<file path="src/rtl/ctrl_scoreboard_if.sv">
// Decode/writeback signal bundle for ctrl_scoreboard.
// master drives the decode and writeback side; slave is the scoreboard itself.
interface ctrl_scoreboard_if #(
    parameter int CNT_W = 16
);
    logic             i_valid;
    logic [15:0]      i_ir_dec;
    logic             i_stall;
    logic             i_registers_rd_en_r;
    logic [3:0]       i_addr_rd_r;
    logic             o_stall;
    logic             o_issue;
    logic [15:0]      o_pending;
    logic [CNT_W-1:0] o_stall_cnt;

    modport master (
        output i_valid, i_ir_dec, i_stall, i_registers_rd_en_r, i_addr_rd_r,
        input  o_stall, o_issue, o_pending, o_stall_cnt
    );

    modport slave (
        input  i_valid, i_ir_dec, i_stall, i_registers_rd_en_r, i_addr_rd_r,
        output o_stall, o_issue, o_pending, o_stall_cnt
    );
endinterface

</file>
<file path="src/rtl/ctrl_scoreboard.sv">
// Decode-stage register scoreboard: one pending bit per register, RAW/WAW
// interlock against in-flight writebacks, and a saturating stall counter.
module ctrl_scoreboard #(
    parameter int SP_IDX = 13,
    parameter int PC_IDX = 15,
    parameter int CNT_W  = 16
) (
    input  logic              clk,
    input  logic              rst,
    ctrl_scoreboard_if.slave  sb
);

    localparam logic [3:0]       SP_R    = 4'(SP_IDX);
    localparam logic [3:0]       PC_R    = 4'(PC_IDX);
    localparam logic [CNT_W-1:0] CNT_MAX = {CNT_W{1'b1}};

    logic [15:0]      ir;
    logic [3:0]       src1;
    logic [3:0]       src2;
    logic [3:0]       dst;
    logic             src1_use;
    logic             src2_use;
    logic             dst_use;
    logic             src1_busy;
    logic             src2_busy;
    logic             dst_busy;
    logic             hazard;
    logic             stall;
    logic             issue;
    logic [15:0]      pending_q;
    logic [15:0]      pending_d;
    logic [CNT_W-1:0] stall_cnt_q;

    assign ir = sb.i_ir_dec;

    // Operand extraction for the subset of Thumb encodings that can interlock.
    always_comb begin
        src1     = 4'd0;
        src2     = 4'd0;
        dst      = 4'd0;
        src1_use = 1'b0;
        src2_use = 1'b0;
        dst_use  = 1'b0;
        casez (ir)
            16'b0001_110?_????_????: begin
                src1     = {1'b0, ir[5:3]};
                src1_use = 1'b1;
                dst      = {1'b0, ir[2:0]};
                dst_use  = 1'b1;
            end
            16'b1011_0000_1???_????: begin
                src1     = SP_R;
                src1_use = 1'b1;
                dst      = SP_R;
                dst_use  = 1'b1;
            end
            16'b0010_0???_????_????: begin
                dst      = {1'b0, ir[10:8]};
                dst_use  = 1'b1;
            end
            16'b0100_0110_????_????: begin
                src1     = ir[6:3];
                src1_use = 1'b1;
                dst      = {1'b0, ir[2:0]};
                dst_use  = 1'b1;
            end
            16'b0110_1???_????_????: begin
                src1     = {1'b0, ir[5:3]};
                src1_use = 1'b1;
                dst      = {1'b0, ir[2:0]};
                dst_use  = 1'b1;
            end
            16'b0100_1???_????_????: begin
                src1     = PC_R;
                src1_use = 1'b1;
                dst      = {1'b0, ir[10:8]};
                dst_use  = 1'b1;
            end
            16'b0110_0???_????_????: begin
                src1     = {1'b0, ir[5:3]};
                src1_use = 1'b1;
                src2     = {1'b0, ir[2:0]};
                src2_use = 1'b1;
            end
            default: begin
            end
        endcase
    end

    // PC reads never wait: the PC is always architecturally ready.
    assign src1_busy = src1_use && (src1 != PC_R) && pending_q[src1];
    assign src2_busy = src2_use && (src2 != PC_R) && pending_q[src2];
    assign dst_busy  = dst_use  && (dst  != PC_R) && pending_q[dst];
    assign hazard    = src1_busy || src2_busy || dst_busy;

    assign stall = sb.i_valid && hazard && !rst;
    assign issue = sb.i_valid && !hazard && !sb.i_stall && !rst;

    // Writeback clear is applied first so a same-cycle issue to that register wins.
    always_comb begin
        pending_d = pending_q;
        if (sb.i_registers_rd_en_r) begin
            pending_d[sb.i_addr_rd_r] = 1'b0;
        end
        if (issue && dst_use) begin
            pending_d[dst] = 1'b1;
        end
        pending_d[PC_R] = 1'b0;
    end

    always_ff @(posedge clk or posedge rst) begin
        if (rst) begin
            pending_q <= 16'd0;
        end else begin
            pending_q <= pending_d;
        end
    end

    always_ff @(posedge clk or posedge rst) begin
        if (rst) begin
            stall_cnt_q <= '0;
        end else if (stall && (stall_cnt_q != CNT_MAX)) begin
            stall_cnt_q <= stall_cnt_q + CNT_W'(1);
        end
    end

    assign sb.o_stall     = stall;
    assign sb.o_issue     = issue;
    assign sb.o_pending   = pending_q;
    assign sb.o_stall_cnt = stall_cnt_q;

endmodule

</file>
<file path="src/flat_wrapper.sv">
// flat-port wrapper written by rule: the top's interface ports become plain ports
module ctrl_scoreboard_flat 
#(
    parameter int SP_IDX = 13,
    parameter int PC_IDX = 15,
    parameter int CNT_W  = 16
)
  (clk, rst, sb_i_valid, sb_i_ir_dec, sb_i_stall, sb_i_registers_rd_en_r, sb_i_addr_rd_r, sb_o_stall, sb_o_issue, sb_o_pending, sb_o_stall_cnt);
  ctrl_scoreboard_if #(.CNT_W(CNT_W)) sb_i ();
  input  logic clk;
  input  logic rst;
  input wire logic [$bits(sb_i.i_valid)-1:0] sb_i_valid;
  input wire logic [$bits(sb_i.i_ir_dec)-1:0] sb_i_ir_dec;
  input wire logic [$bits(sb_i.i_stall)-1:0] sb_i_stall;
  input wire logic [$bits(sb_i.i_registers_rd_en_r)-1:0] sb_i_registers_rd_en_r;
  input wire logic [$bits(sb_i.i_addr_rd_r)-1:0] sb_i_addr_rd_r;
  output wire logic [$bits(sb_i.o_stall)-1:0] sb_o_stall;
  output wire logic [$bits(sb_i.o_issue)-1:0] sb_o_issue;
  output wire logic [$bits(sb_i.o_pending)-1:0] sb_o_pending;
  output wire logic [$bits(sb_i.o_stall_cnt)-1:0] sb_o_stall_cnt;
  assign sb_i.i_valid = sb_i_valid;
  assign sb_i.i_ir_dec = sb_i_ir_dec;
  assign sb_i.i_stall = sb_i_stall;
  assign sb_i.i_registers_rd_en_r = sb_i_registers_rd_en_r;
  assign sb_i.i_addr_rd_r = sb_i_addr_rd_r;
  assign sb_o_stall = sb_i.o_stall;
  assign sb_o_issue = sb_i.o_issue;
  assign sb_o_pending = sb_i.o_pending;
  assign sb_o_stall_cnt = sb_i.o_stall_cnt;
  ctrl_scoreboard #(.SP_IDX(SP_IDX), .PC_IDX(PC_IDX), .CNT_W(CNT_W)) u_core (.clk(clk), .rst(rst), .sb(sb_i));
endmodule
</file>
<file path="config.mk">
export PLATFORM = sky130hd
export DESIGN_NAME = ctrl_scoreboard_flat
export DESIGN_NICKNAME = d
export VERILOG_FILES = /design/src/rtl/ctrl_scoreboard_if.sv /design/src/rtl/ctrl_scoreboard.sv /design/src/flat_wrapper.sv
export SDC_FILE = /design/constraint.sdc
export NUM_CORES = 1
export LEC_CHECK = 0
export BUFFER_PORTS_ARGS = -buffer_cell sky130_fd_sc_hd__clkbuf_2
export CAP_MARGIN = 10
export CORE_ASPECT_RATIO = 0.75
export CORE_UTILIZATION = 47
export CTS_CLUSTER_SIZE = 28
export DETAILED_ROUTE_END_ITERATION = 12
export PLACE_DENSITY = 0.76
export SLEW_MARGIN = 20
export SYNTH_ARGS = -nofsm -noshare
export SYNTH_HDL_FRONTEND = slang
export SYNTH_SLANG_ARGS = --single-unit
</file>
<file path="constraint.sdc">
create_clock -name clk -period 3.3 [get_ports clk]
set_input_delay 0.495 -clock clk [delete_from_list [all_inputs] [get_ports clk]]
set_output_delay 0.495 -clock clk [all_outputs]
set_load 0.05 [all_outputs]
</file>
==> results of run 1 <==
==> worst max-delay path, stage by stage <==
cell and delay (ns):
buf_8 0.10, or3b_4 0.42, a211oi_4 0.33, a311oi_2 0.18
a221o_1 0.32, a211oi_2 0.22, nor4_2 0.09, or2_1 0.26
or3_4 0.41, clkinvlp_4 0.09, clkbuf_16 0.15
==> logic make-up (layout without fill, tap and decap cells) <==
logic type | count (synthesis) | after routing | synth area share [%]
xor gates and xnor gates | 15 | 15 | 6.34
muxes | 7 | 7 | 5.85
AOI/OAI and AO/OA | 60 | 60 | 21.6
adders and majority gates | 1 | 1 | 0.603
DFF | 31 | 31 | 37.4
and+or+nand+nor | 81 | 81 | 23.4
buffers and inverters | 19 | 121 | 4.65
other | 1 | 1 | 0.181
==> final cells by class <==
class / count / share of cell area, %
sequential: 31 / 25.9
inverter: 12 / 1.63
timing repair buffer: 101 / 22.8
multi-input combinational: 165 / 43.4
tap: 55 / 2.30
clock inverter: 2 / 1.17
clock buffer: 6 / 2.76
==> registers in the layout, summed over array words and instances, names as in the netlist <==
register and cells:
u_core.sb.o_pending 15, u_core.sb.o_stall_cnt 16
==> stage by stage <==
step / instances / setup TNS, ns / util, %
after floorplan: 215 / -0.101 / -
after global placement: 362 / -0.458 / 65.9
after detailed placement: 362 / -0.559 / 65.9
after CTS: 372 / -0.199 / 71.4
after global routing: 372 / -0.469 / 72.5
final: 372 / -0.337 / 72.5
==> report_power, final <==
group          total, µW  switching [µW]  leakage [µW]  internal (µW)
sequential           425            25.6      0.000413            400
clock                385             141     0.0000612            244
combinational        269             168      0.000957            101
total               1080             334       0.00143            744
==> per-layer routing <==
layer  up-vias  share of wire [%]  global-route usage (%)
met1      1070                 47                    44.4
li1       1019                  -                       -
met2       119                 43                    39.8
met5         -                  0                       0
met3         9                8.8                    6.00
met4         0               0.88                    7.41
==> final timing paths <==
check,endpoint,slack (ns),cells past startpoint
setup / recovery,sb_o_issue,-0.28,11
hold / removal,u_core.sb.o_pending[8]$_DFF_PP0_,0.28,3
setup reg to reg,u_core.sb.o_pending[5]$_DFF_PP0_,0.39,9
hold reg to reg,u_core.sb.o_stall_cnt[6]$_DFFE_PP0P_,0.49,1
max in group asynchronous,u_core.sb.o_pending[5]$_DFF_PP0_,2.74,3
min in group clk,u_core.sb.o_stall_cnt[6]$_DFFE_PP0P_,0.49,1
==> cells in the final DEF (no fill, tap or decap), types with 3 or more instances in the layout <==
| cell | n |
|---|---|
| mux4_2 | 4 |
| nor4_1 | 4 |
| o211ai_1 | 3 |
| dfrtp_1 | 31 |
| buf_4 | 43 |
| nand2_1 | 10 |
| and4_1 | 3 |
| and3_1 | 5 |
| nor3_1 | 12 |
| o31ai_1 | 9 |
| buf_8 | 3 |
| nand3b_1 | 4 |
| o21a_1 | 4 |
| o21ai_1 | 4 |
| nor2_1 | 9 |
| inv_1 | 11 |
| clkbuf_2 | 52 |
| o21ai_0 | 8 |
| xor2_1 | 11 |
| clkbuf_8 | 6 |
| nand3_1 | 11 |
| xnor2_1 | 4 |
| a211oi_2 | 3 |
==> what timing repair did <==
item	4_1_cts	5_1_grt
pin swaps	5	5
gates resized for setup	23	12
buffers inserted	3	1
cloned	0	0
endpoints found under the setup margin	2	2
==> impl_metrics.env, run 1 <==
export IMPL_tritoncts="built"
export IMPL_overflow=0
export IMPL_cap_violations=0
export IMPL_hold_buffers=0
export IMPL_power_total_uw=1080
export IMPL_synthDominantCellAreaShare_pct=37.4
export IMPL_hold_slack_ns=0.277
export IMPL_finClkSkew_ns=0.00532
export IMPL_avgViaCountPerCell=5.96
export IMPL_power_per_cell_area_nw_per_um2=360
export IMPL_crit_type="primary input to primary output"
export IMPL_antenna_found_initial=0
export IMPL_seq_area_frac_synth_pct=37.4
export IMPL_path_max_fanout=5
export IMPL_rsz0062_at_grt="true"
export IMPL_via_count=2217
export IMPL_start_util_pct=50.2
export IMPL_h_tree_depth=2
export IMPL_hold_viol_final=0
export IMPL_nets=342
export IMPL_syn_inst=215
export IMPL_netlist_top_cells_count="dfrtp_1, inv_1, nor3_1"
export IMPL_dpl_cell_area_um2=2720
export IMPL_max_freq_ghz=0.280
export IMPL_die_y_um=59.5
export IMPL_p_leak_uw=0.00143
export IMPL_grt_pass1_wl_um=9960
export IMPL_area_growth_pct=44.5
export IMPL_synth_edf_count=0
export IMPL_critical_path_startpoint="sb_i_ir_dec[11]"
export IMPL_synth_area_um2=2070
export IMPL_vdd_drop_max_uv=331
export IMPL_cts_root_buffer="clkbuf_8"
export IMPL_ys_warnings_count=0
export IMPL_io_buffers=57
export IMPL_seqCellArea_um2=776
export IMPL_ys_seq_elements=31
export IMPL_hold_class="primary input to asynchronous set/reset pin"
export IMPL_cts_made_buffers=5
export IMPL_grt_max_degree=32
export IMPL_io_pins=59
export IMPL_placeableCoreArea_um2=4130
export IMPL_route_antenna_remaining_nets=0
export IMPL_status="finished with violations"
export IMPL_r2r_start="u_core.sb.o_pending[5]$_DFF_PP0_"
export IMPL_wl_um=6260
export IMPL_remaining_drc_errors=0
export IMPL_syn_num_nets=241
export IMPL_finalInstanceArea_um2=3000
export IMPL_cp_start_kind="primary input"
export IMPL_async_flop_share_pct=100
export IMPL_drt_pass1_iter_count=4
export IMPL_die_w_um=78.7
export IMPL_finalMaxSlewViolations=0
export IMPL_synth_most_common_cell="dfrtp_1"
export IMPL_grt_pass1_vias=1960
export IMPL_layout_drive_gt1_share_pct=44.8
export IMPL_grt_usage_pct=28.5
export IMPL_dp_hpwl_um=4660
export IMPL_layout_min_cycle_time_ns=3.58
export IMPL_worstSetupEndpointType="primary output"
export IMPL_clk_pin_slew_ns=0.06
export IMPL_crit_arrival_ns=3.08
export IMPL_postSynthAreaPerCell_um2=9.64
export IMPL_multiInputGateArea_um2=1300
export IMPL_antenna_cells_inserted=0
export IMPL_clock_sinks=31
export IMPL_clk_latency_ns=0.29
export IMPL_synth_top_cells_by_area="dfrtp_1, xor2_1, mux4_2"
export IMPL_clk_path_buf_depth=2
export IMPL_gp_congestion=0.875
export IMPL_first_iter_violations=261
export IMPL_yosysTopAreaCell="dfrtp_1"
export IMPL_timing_final_crit_share_pct=108
export IMPL_failed_checks="negative setup slack"
export IMPL_ys_flop_type="dfrtp_1"
export IMPL_synthDistinctLibCells=61
export IMPL_row_count=20
export IMPL_required_ns=2.80
export IMPL_nFillCells=294
export IMPL_die_area_um2=4680
export IMPL_pre_cts_slack_ns=-0.355
export IMPL_fin_ws_ns=-0.277
export IMPL_setup_viol=2
export IMPL_routedWlPerCell_um=16.8
Power figures use the tool's default switching activity.
==> run 2, diff against run 1 <==
==> constraint.sdc (replaced) <==
create_clock -name clk -period 3.23 [get_ports clk]
set_input_delay 0.4845 -clock clk [delete_from_list [all_inputs] [get_ports clk]]
set_output_delay 0.4845 -clock clk [all_outputs]
set_load 0.05 [all_outputs]
==> run 2 against run 1 <==
  * The flow still finishes with violations (negative setup slack)
  * Sequential share of layout area is essentially flat
  * First-iteration DRC count decreased by 38%
  * Clock power increased by 5.7%
  * Final cell count is 0.81% higher
  * Count of clock-buffer cells in the layout unchanged
  * Critical path depth fell by 1
  * Clock skew is 0.0025 ns higher
  * Die area unchanged
  * Critical endpoint unchanged
==> impl_metrics.env, run 2 (same netlist as run 1, synthesis figures left out) <==
export IMPL_die_area_um2=4680
export IMPL_cap_violations=0
export IMPL_cp_endpoint="sb_o_issue"
export IMPL_cp_start_kind="primary input"
export IMPL_hold_viol_final=0
export IMPL_r2r_start="u_core.sb.o_pending[5]$_DFF_PP0_"
export IMPL_vdd_drop_max_uv=305
export IMPL_remaining_drc_errors=0
export IMPL_die_y_um=59.5
export IMPL_timing_final_crit_share_pct=110
export IMPL_io_buffers=57
export IMPL_cts_made_buffers=5
export IMPL_max_freq_ghz=0.281
export IMPL_start_util_pct=50.2
export IMPL_finalInstanceArea_um2=3000
export IMPL_nets=345
export IMPL_overflow=0
export IMPL_tritoncts="built"
export IMPL_required_ns=2.75
export IMPL_multiInputGateArea_um2=1280
export IMPL_first_iter_violations=163
export IMPL_hold_buffers=0
export IMPL_avgViaCountPerCell=6.02
export IMPL_clk_path_buf_depth=2
export IMPL_power_per_cell_area_nw_per_um2=373
export IMPL_drt_pass1_iter_count=5
export IMPL_wl_um=6630
export IMPL_final_core_util_pct=72.6
export IMPL_reg2reg_depth=9
export IMPL_finClkSkew_ns=0.00787
export IMPL_placeableCoreArea_um2=4130
export IMPL_grt_max_degree=32
export IMPL_h_tree_depth=2
export IMPL_antenna_found_initial=0
export IMPL_nFillCells=304
export IMPL_failed_checks="negative setup slack"
export IMPL_path_max_fanout=6
export IMPL_dpl_cell_area_um2=2710
export IMPL_die_w_um=78.7
export IMPL_final_common_cell="clkbuf_2"
export IMPL_power_total_uw=1120
export IMPL_dp_hpwl_um=4770
export IMPL_crit_type="primary input to primary output"
export IMPL_setup_viol=2
export IMPL_worstSetupEndpointType="primary output"
export IMPL_antenna_cells_inserted=0
export IMPL_rsz0062_at_grt="true"
export IMPL_hold_class="primary input to asynchronous set/reset pin"
export IMPL_crit_arrival_ns=3.08
export IMPL_clk_latency_ns=0.29
export IMPL_via_count=2258
export IMPL_layout_drive_gt1_share_pct=44.4
export IMPL_layout_common_cells="clkbuf_2, buf_4, dfrtp_1"
export IMPL_grt_usage_pct=29.2
export IMPL_gp_congestion=0.900
export IMPL_row_count=20
export IMPL_p_leak_uw=0.00144
export IMPL_routedWlPerCell_um=17.7
export IMPL_clock_sinks=31
export IMPL_largest_reg_flops=16
export IMPL_critical_path_startpoint="sb_i_ir_dec[14]"
export IMPL_finalMaxSlewViolations=0
export IMPL_grt_pass1_vias=2041
export IMPL_io_pins=59
export IMPL_route_antenna_remaining_nets=0
export IMPL_fin_ws_ns=-0.331
export IMPL_clk_pin_slew_ns=0.07
export IMPL_grt_pass1_wl_um=10100
export IMPL_rrSetupSlack_ns=0.40
export IMPL_status="finished with violations"
export IMPL_area_growth_pct=44.6
export IMPL_seqCellArea_um2=776
export IMPL_layout_min_cycle_time_ns=3.56
export IMPL_cts_root_buffer="clkbuf_8"
export IMPL_rr_endpoint="u_core.sb.o_pending[2]$_DFF_PP0_"
[run 2: through the flow]
stage | setup WS, ns | setup TNS, ns | hold slack [ns] | cells
4_1_cts | -0.268 | -0.412 | 0.268 | 371
5_1_grt | -0.404 | -0.852 | 0.293 | 375
6_report | -0.331 | -0.626 | 0.257 | 375
2_1_floorplan | -0.150 | -0.150 | 0.596 | 215
3_3_place_gp | -0.383 | -0.729 | 0.475 | 360
3_5_place_dp | -0.414 | -1.34 | 0.481 | 360
[run 2: layer usage]
| metal | up-vias | GRT usage, % | share of wire, % |
|---|---|---|---|
| li1 | 1030 | - | - |
| met1 | 1084 | 42.7 | 45 |
| met2 | 128 | 42.2 | 45 |
| met3 | 16 | 8.77 | 9.1 |
| met4 | 0 | 7.41 | 1.7 |
| met5 | - | 0 | 0 |
[run 2: critical path: stages]
cell	delay, ns
buf_8	0.11
or3b_4	0.41
a2111o_1	0.48
a221o_1	0.39
a211oi_2	0.21
nor4_2	0.10
or2_1	0.25
or3_4	0.39
clkinvlp_4	0.09
clkbuf_16	0.15
[run 2: layout make-up]
type | count | share of cell area [%]
clock buffer | 6 | 2.75
clock inverter | 2 | 1.17
inverter | 12 | 1.63
multi-input combinational | 165 | 42.6
sequential | 31 | 25.9
tap | 55 | 2.30
timing repair buffer | 104 | 23.7
[run 2: how the worst min path moves through the flow]
| stage | cells past startpoint | startpoint | end | slack [ns] |
|---|---|---|---|---|
| 2_1_floorplan | 1 | rst | u_core.sb.o_pending[0]$_DFF_PP0_ | 0.60 |
| 3_3_place_gp | 1 | u_core.sb.o_stall_cnt[6]$_DFFE_PP0P_ | u_core.sb.o_stall_cnt[6]$_DFFE_PP0P_ | 0.47 |
| 3_5_place_dp | 1 | u_core.sb.o_stall_cnt[6]$_DFFE_PP0P_ | u_core.sb.o_stall_cnt[6]$_DFFE_PP0P_ | 0.48 |
| 4_1_cts | 3 | rst | u_core.sb.o_pending[8]$_DFF_PP0_ | 0.27 |
| 5_1_grt | 3 | rst | u_core.sb.o_pending[8]$_DFF_PP0_ | 0.29 |
| 6_report | 3 | rst | u_core.sb.o_pending[8]$_DFF_PP0_ | 0.26 |
[run 2: where the power goes]
part,switching (µW),total [µW],internal (µW)
combinational,178,283,105
clock,157,407,249
sequential,19.8,428,408
[run 2: what timing repair did]
item                       CTS  global route
buffers inserted             3             4
setup endpoints to repair    2             3
gates resized for setup     18            13
pin swaps                    5             9
==> run 3, diff against run 2 <==
==> constraint.sdc (replaced) <==
create_clock -name clk -period 3.23 [get_ports clk]
set_input_delay 0.323 -clock clk [delete_from_list [all_inputs] [get_ports clk]]
set_output_delay 0.323 -clock clk [all_outputs]
set_load 0.05 [all_outputs]
==> run 3 against run 2 <==
  * The flow now finishes without violations
  * Critical path depth rose by 2
  * Combinational power fell by 8.8%
  * Routed wire length fell by 6.6%
  * Count of clock-buffer cells in the layout fell by 1
  * Critical path type unchanged
  * Critical endpoint unchanged
  * Largest cell class unchanged
  * Largest power group unchanged
==> impl_metrics.env, run 3 (same netlist as run 1, synthesis figures left out) <==
export IMPL_hold_class="primary input to asynchronous set/reset pin"
export IMPL_slowest_stage="or3b_4"
export IMPL_critical_path_buf_inv_count=4
export IMPL_clock_sinks=31
export IMPL_grt_max_degree=32
export IMPL_die_w_um=78.7
export IMPL_path_cells="clkbuf_2 -> or3b_4 -> a2111o_1 -> buf_4 -> o211ai_1 -> nand4_1 -> a211oi_2 -> nor4_2 -> or2_1 -> or3_4 -> clkinvlp_4 -> clkbuf_16"
export IMPL_clk_path_buf_depth=2
export IMPL_timing_final_crit_share_pct=99.8
export IMPL_max_freq_ghz=0.310
export IMPL_start_util_pct=50.2
export IMPL_layout_common_cells="clkbuf_2, buf_4, dfrtp_1"
export IMPL_nets=334
export IMPL_cap_violations=0
export IMPL_p_leak_uw=0.00134
export IMPL_layout_min_cycle_time_ns=3.22
export IMPL_power_per_cell_area_nw_per_um2=353
export IMPL_antenna_found_initial=0
export IMPL_wl_um=6190
export IMPL_cp_start_kind="primary input"
export IMPL_tritoncts="built"
export IMPL_clk_latency_ns=0.29
export IMPL_die_y_um=59.5
export IMPL_placed_cells=355
export IMPL_clk_pin_slew_ns=0.07
export IMPL_area_growth_pct=35.9
export IMPL_antenna_cells_inserted=0
export IMPL_stdcell_count=364
export IMPL_overflow=0
export IMPL_grt_pass1_vias=1966
export IMPL_cp_depth=12
export IMPL_hold_slack_ns=0.130
export IMPL_first_iter_violations=180
export IMPL_status="finished, final reports clean"
export IMPL_setup_viol=0
export IMPL_power_total_uw=994
export IMPL_grt_usage_pct=28.1
export IMPL_h_tree_depth=2
export IMPL_cts_root_buffer="clkbuf_8"
export IMPL_dp_hpwl_um=4740
export IMPL_fin_ws_ns=0.00693
export IMPL_placeableCoreArea_um2=4130
export IMPL_worstSetupEndpointType="primary output"
export IMPL_remaining_drc_errors=0
export IMPL_nFillCells=327
export IMPL_vdd_drop_max_uv=390
export IMPL_route_antenna_remaining_nets=0
export IMPL_io_pins=59
export IMPL_reg2reg_depth=9
export IMPL_row_count=20
export IMPL_crit_arrival_ns=2.90
export IMPL_hold_viol_final=0
export IMPL_avgViaCountPerCell=5.93
export IMPL_routedWlPerCell_um=17.0
export IMPL_pre_cts_slack_ns=-0.143
export IMPL_die_area_um2=4680
export IMPL_gp_congestion=0.921
export IMPL_rsz0062_at_grt="true"
export IMPL_critPathMaxStageDelay_ns=0.42
export IMPL_grt_pass1_wl_um=9660
export IMPL_cts_made_buffers=5
export IMPL_largest_reg_flops=16
export IMPL_finClkSkew_ns=0.00756
export IMPL_final_common_cell="clkbuf_2"
export IMPL_finalMaxSlewViolations=0
export IMPL_drt_pass1_iter_count=5
export IMPL_path_max_fanout=3
export IMPL_cp_top_family="simple AND/OR/NAND/NOR gates"
export IMPL_layout_drive_gt1_share_pct=41.1
export IMPL_hold_buffers=0
export IMPL_via_count=2160
export IMPL_required_ns=2.91
export IMPL_io_buffers=57
export IMPL_crit_type="primary input to primary output"
run 3: cell types whose count changed in the layout (fill, tap and decap cells not counted), moves of 2 or more:
cell	change
buf_4	-8
a21boi_0	+3
buf_8	-3
clkbuf_2	+3
a21boi_1	-2
buf_6	-2
clkinvlp_4	+2
run 3: timing repair:
item / 4_1_cts / 5_1_grt
endpoints found under the setup margin: 1 / 2
gates resized for setup: 9 / 9
pin swaps: 5 / 0
buffers inserted: 1 / 0
run 3: final cells by class:
type	count	area (µm²)	area share [%]
clock inverter	3	20.0	0.710
sequential	31	776	27.5
inverter	12	48.8	1.73
timing repair buffer	93	578	20.5
multi-input combinational	165	1260	44.6
tap	55	68.8	2.44
clock buffer	5	68.8	2.44
run 3: where the power goes:
group | switching, µW | internal (µW)
Combinational | 167 | 91.0
Clock | 153 | 150
Sequential | 24.7 | 408
run 3: worst paths after layout:
check,slack [ns],from,end
worst max-delay path,0.007,sb_i_ir_dec[11],sb_o_issue
worst min-delay path,0.13,rst,u_core.sb.o_stall_cnt[3]$_DFFE_PP0P_
worst max register to register,0.43,u_core.sb.o_pending[0]$_DFF_PP0_,u_core.sb.o_pending[5]$_DFF_PP0_
worst min register to register,0.51,u_core.sb.o_stall_cnt[15]$_DFFE_PP0P_,u_core.sb.o_stall_cnt[15]$_DFFE_PP0P_
max in group asynchronous,2.82,rst,u_core.sb.o_pending[6]$_DFF_PP0_
min in group clk,0.36,sb_i_addr_rd_r[1],u_core.sb.o_pending[8]$_DFF_PP0_
run 3: per-layer routing:
layer  GRT usage [%]  routed length (µm)  vias up  part of all wire, %
met5               0                   0        -                    0
met4            7.14                  32        0                 0.52
met3            9.23                 474        8                  7.7
met2            37.4                2660      116                   43
met1            43.0                3020     1027                   49
li1                -                   -     1009                    -
run 3: per-stage QoR:
stage	cell area, µm²	util, %	setup TNS [ns]
after floorplan	2080	-	0
after global routing	2820	68.2	-0.153
after global placement	2640	64.0	-0.0944
after CTS	2790	67.6	0
final	2820	68.2	0
after detailed placement	2640	64.0	-0.188
run 3: tightest hold or removal path: cells and delay by family:
kind	cells	cell delay, ns
buf+inv	3	0.52
